$ cat config.mk
export PLATFORM = sky130hd
export DESIGN_NAME = lab2_4_countdown_timer
export DESIGN_NICKNAME = d
export VERILOG_FILES = /design/src/rtl/lab2_pkg.sv /design/src/rtl/lab2_4_countdown_timer.sv
export SDC_FILE = /design/constraint.sdc
export NUM_CORES = 1
export LEC_CHECK = 0
export ABC_AREA = 1
export CAP_MARGIN = 10
export CORE_MARGIN = 4
export CORE_UTILIZATION = 46
export DETAILED_ROUTE_END_ITERATION = 10
export PLACE_DENSITY = 0.76
export SLEW_MARGIN = 40
export SYNTH_ARGS = -nofsm -noshare
export SYNTH_HDL_FRONTEND = slang
export SYNTH_SLANG_ARGS = --single-unit
export TNS_END_PERCENT = 10
$ cat constraint.sdc
create_clock -name clk -period 1.8 [get_ports clk]
set_input_delay 0.36 -clock clk [delete_from_list [all_inputs] [get_ports clk]]
set_output_delay 0.36 -clock clk [all_outputs]
set_load 0.01 [all_outputs]
$ cat src/rtl/lab2_pkg.sv
// Shared definitions for the lab2 timer family: FSM state encoding and default width.
package lab2_pkg;

  localparam int unsigned DEFAULT_WIDTH = 4;

  typedef enum logic {
    ST_IDLE = 1'b0,
    ST_RUN  = 1'b1
  } state_e;

endpackage

$ cat src/rtl/lab2_4_countdown_timer.sv
// Loadable countdown timer with start/stop, optional auto-reload and a one-cycle done pulse.
module lab2_4_countdown_timer
  import lab2_pkg::*;
#(
  parameter int unsigned WIDTH = DEFAULT_WIDTH
) (
  input  logic             clk,
  input  logic             reset_n,
  input  logic             load,
  input  logic [WIDTH-1:0] load_val,
  input  logic             start,
  input  logic             stop,
  input  logic             auto_reload,
  output logic [WIDTH-1:0] count,
  output logic             busy,
  output logic             done
);

  state_e           state_q, state_d;
  logic [WIDTH-1:0] count_q, count_d;
  logic [WIDTH-1:0] reload_q, reload_d;
  logic             done_q, done_d;

  always_comb begin
    state_d  = state_q;
    count_d  = count_q;
    reload_d = reload_q;
    done_d   = 1'b0;

    if (load) begin
      reload_d = load_val;
      count_d  = load_val;
      state_d  = ST_IDLE;
    end else begin
      unique case (state_q)
        ST_IDLE: begin
          // stop outranks start even though stop alone does nothing in IDLE
          if (start && !stop) begin
            if (count_q != '0) begin
              state_d = ST_RUN;
            end else begin
              done_d = 1'b1;
            end
          end
        end
        ST_RUN: begin
          if (stop) begin
            state_d = ST_IDLE;
          end else if (count_q > WIDTH'(1)) begin
            count_d = count_q - WIDTH'(1);
          end else if (count_q == WIDTH'(1)) begin
            done_d = 1'b1;
            if (auto_reload) begin
              count_d = reload_q;
            end else begin
              count_d = '0;
              state_d = ST_IDLE;
            end
          end else begin
            // Unreachable via normal operation; park safely without wrapping.
            state_d = ST_IDLE;
          end
        end
        default: state_d = ST_IDLE;
      endcase
    end
  end

  always_ff @(posedge clk or negedge reset_n) begin
    if (!reset_n) begin
      state_q  <= ST_IDLE;
      count_q  <= '0;
      reload_q <= '0;
      done_q   <= 1'b0;
    end else begin
      state_q  <= state_d;
      count_q  <= count_d;
      reload_q <= reload_d;
      done_q   <= done_d;
    end
  end

  assign count = count_q;
  assign busy  = (state_q == ST_RUN);
  assign done  = done_q;

endmodule

==> results_dict.tcl <==
set metrics [dict create \
    synth_xor_area_frac 0 \
    wl_per_cell_um 11.0 \
    slowest_stage "clkdlybuf4s50_1" \
    drive_above_1_share 0.125 \
    vias 612 \
    critPathMaxFanout 6 \
    die_area_sq_um 2000 \
    path_cells "clkdlybuf4s50_1" \
    maxCapViolCount 0 \
    cts-buffers-inserted 3 \
    setup_tns_ns 0 \
    period_share 0.936 \
    clock_path_buffers 2 \
    synth_fp_nets 97 \
    first_pass_iters 4 \
    grt_max_degree 11 \
    skew_ns 0.000836 \
    hold_violations 0 \
    synth_simple_gate_area_share 0.382 \
    relSlewSlack 0.669 \
    switching_share 0.338 \
    p_leak_nw 0.405 \
    io_buffers 15 \
    rsz0062_at_grt "false" \
    synth_cells 85 \
    rows 12 \
    fin_cells 118 \
    ant_nets 0 \
    place_congestion 0.784 \
    dieWidth_um 44.8 \
    cp.required_ns 1.44 \
    clkSlewWorstSetupHoldPaths_ns 0.07 \
    crit_path_start "count[3]$_DFFE_PN0P_" \
    ioPinCount 16 \
    post_drt_via_cell_ratio 5.19 \
    core_sq_um 1190 \
    arrival_ns 1.32 \
    drc 0 \
    p_comb_frac 0.355 \
    crit_type "reg -> out" \
    die_h_um 44.8 \
    place_hpwl_um 1010 \
    avgSynthCellArea_sq_um 7.32 \
    fin_util 0.698 \
    seq_power_share 0.378 \
    power.switching_uw 257 \
    synthMuxAreaShare 0 \
    critPathLaunchType "flop" \
    grt_pass1_wl_um 2040 \
    worst_pin_slew_ns 0.495 \
    hp-class "in -> async" \
    synth_compound_area_frac 0.0946 \
    grt_pass1_vias 504 \
    htree_levels 1 \
    dp_cells 114 \
    dr.first_iter.drc_count 14 \
    r2r_start "count[0]$_DFFE_PN0P_" \
    fmaxAchievable_ghz 0.594 \
    grt_antenna_before_repair 0 \
    synth_top_flop_cell "dfrtp_1" \
    setup_viol 0 \
    max_stage_delay_ns 0.59 \
    min_period_ns 1.68 \
    grt_use_total 0.141 \
    cts-hold-fix-buffers 0 \
    overflow 0 \
    post_synth_instance_area_sq_um 622 \
    pwr-share-clk 0.267 \
    critical_path.top_delay_family "buffers and inverters" \
    status "finished, final reports clean" \
    cts_sinks 10 \
    yosys_warnings 0 \
    cts_tree "done" \
    area_growth_pct 33.2 \
    synth.distinct_cells 19 \
    ir_worst_vdd_v 0.000449 \
    report.final.slew_viol_count 0 \
    antenna_cells 0 \
    cts_root_buffer "clkbuf_4" \
    start_util 0.524 \
    nets 117 \
    yosysSeqAreaShare 0.402 \
    path_buf_inv 1 \
    power_density_nw_per_um2 919 \
    synth_edf_count 0 \
    clkLatencyLatePin_ns 0.26 \
    postCtsSetupBuffers 0 \
    routed_wirelength_um 1300 \
    intPower_uw 503 \
    yosys.area_share.adder 0.0402 \
    synthArstFlopShare 1.00 \
    cts-resized-gates 0 \
    synth_top_family_by_area "simple AND/OR/NAND/NOR gates" \
    ys_seq_elements 10 \
    end_kind "output pin" \
]
-- layer usage --
layer,track usage,routed length [um]
met3,0.0319,110
met1,0.178,597
met4,0.0964,31
met5,0,0
met2,0.212,555
-- final cells by class --
type,instances,area (sq um)
clock buffers,4,36.3
fillers,104,358
inverters,12,45.0
multi-input cells,62,322
flip-flops and latches,10,250
well taps,14,17.5
repair buffers,16,158
-- final timing paths --
path	endpoint	slack [ns]	cells after the start
worst max-delay path	count[3]	0.12	1
worst min-delay path	done$_DFF_PN0_	0.42	1
worst max register to register	count[0]$_DFFE_PN0P_	0.32	8
worst min register to register	reload_q[2]$_DFFE_PN0P_	0.48	2
max in group asynchronous	reload_q[3]$_DFFE_PN0P_	1.04	1
min in group clk	reload_q[2]$_DFFE_PN0P_	0.48	2
-- power groups by stage --
stage | combinational (mW) | clock (mW) | sequential [mW]
2_1_floorplan | 0.159 | 0 | 0.297
3_3_place_gp | 0.267 | 0 | 0.292
3_5_place_dp | 0.271 | 0 | 0.292
4_1_cts | 0.272 | 0.209 | 0.288
5_1_grt | 0.304 | 0.222 | 0.292
6_report | 0.270 | 0.203 | 0.288
-- Yosys cell counts (2+ instances only) --
master,count,area share
inv_1,11,0.066
nand2_1,24,0.14
a21oi_1,2,0.016
o211ai_1,2,0.024
o21ai_0,4,0.032
nand4_1,2,0.020
dfrtp_1,10,0.40
nand3b_1,2,0.024
nand3_1,6,0.048
nand2_2,3,0.030
nor2_1,9,0.054
nor2_4,2,0.036
ha_1,2,0.040
-- per-stage QoR --
step	total power [mW]	cell area (sq um)	hold WS, ns	setup slack (ns)
floorplan	0.456	622	0.0644	0.428
global placement	0.559	792	0.475	0.299
detailed placement	0.564	792	0.478	0.315
CTS	0.769	828	0.426	0.109
global route	0.818	828	0.442	0.0636
finish	0.761	828	0.424	0.115
-- flip-flops by register name, indices dropped and copies added, names as in the netlist --
signal / cells
count: 4
reload_q: 4
done: 1
busy: 1
-- cell families after synthesis --
logic type | after synthesis
compound gates | 10
fa+ha+maj | 2
buf+inv | 13
flops | 10
simple gates | 50
-- placed cells by master (no fill, tap or decap), types with 2 or more instances in the layout --
cell             count
inv_1               11
o21ai_0              4
clkbuf_4             3
nand2_2              3
o211ai_1             2
nand2_1             24
clkdlybuf4s50_1     15
nor2_1               9
nand3_1              6
ha_1                 2
dfrtp_1             10
nand3b_1             2
a21oi_1              2
nand4_1              2
nor2_4               2
Note: power is estimated with default switching activity, not from simulation.
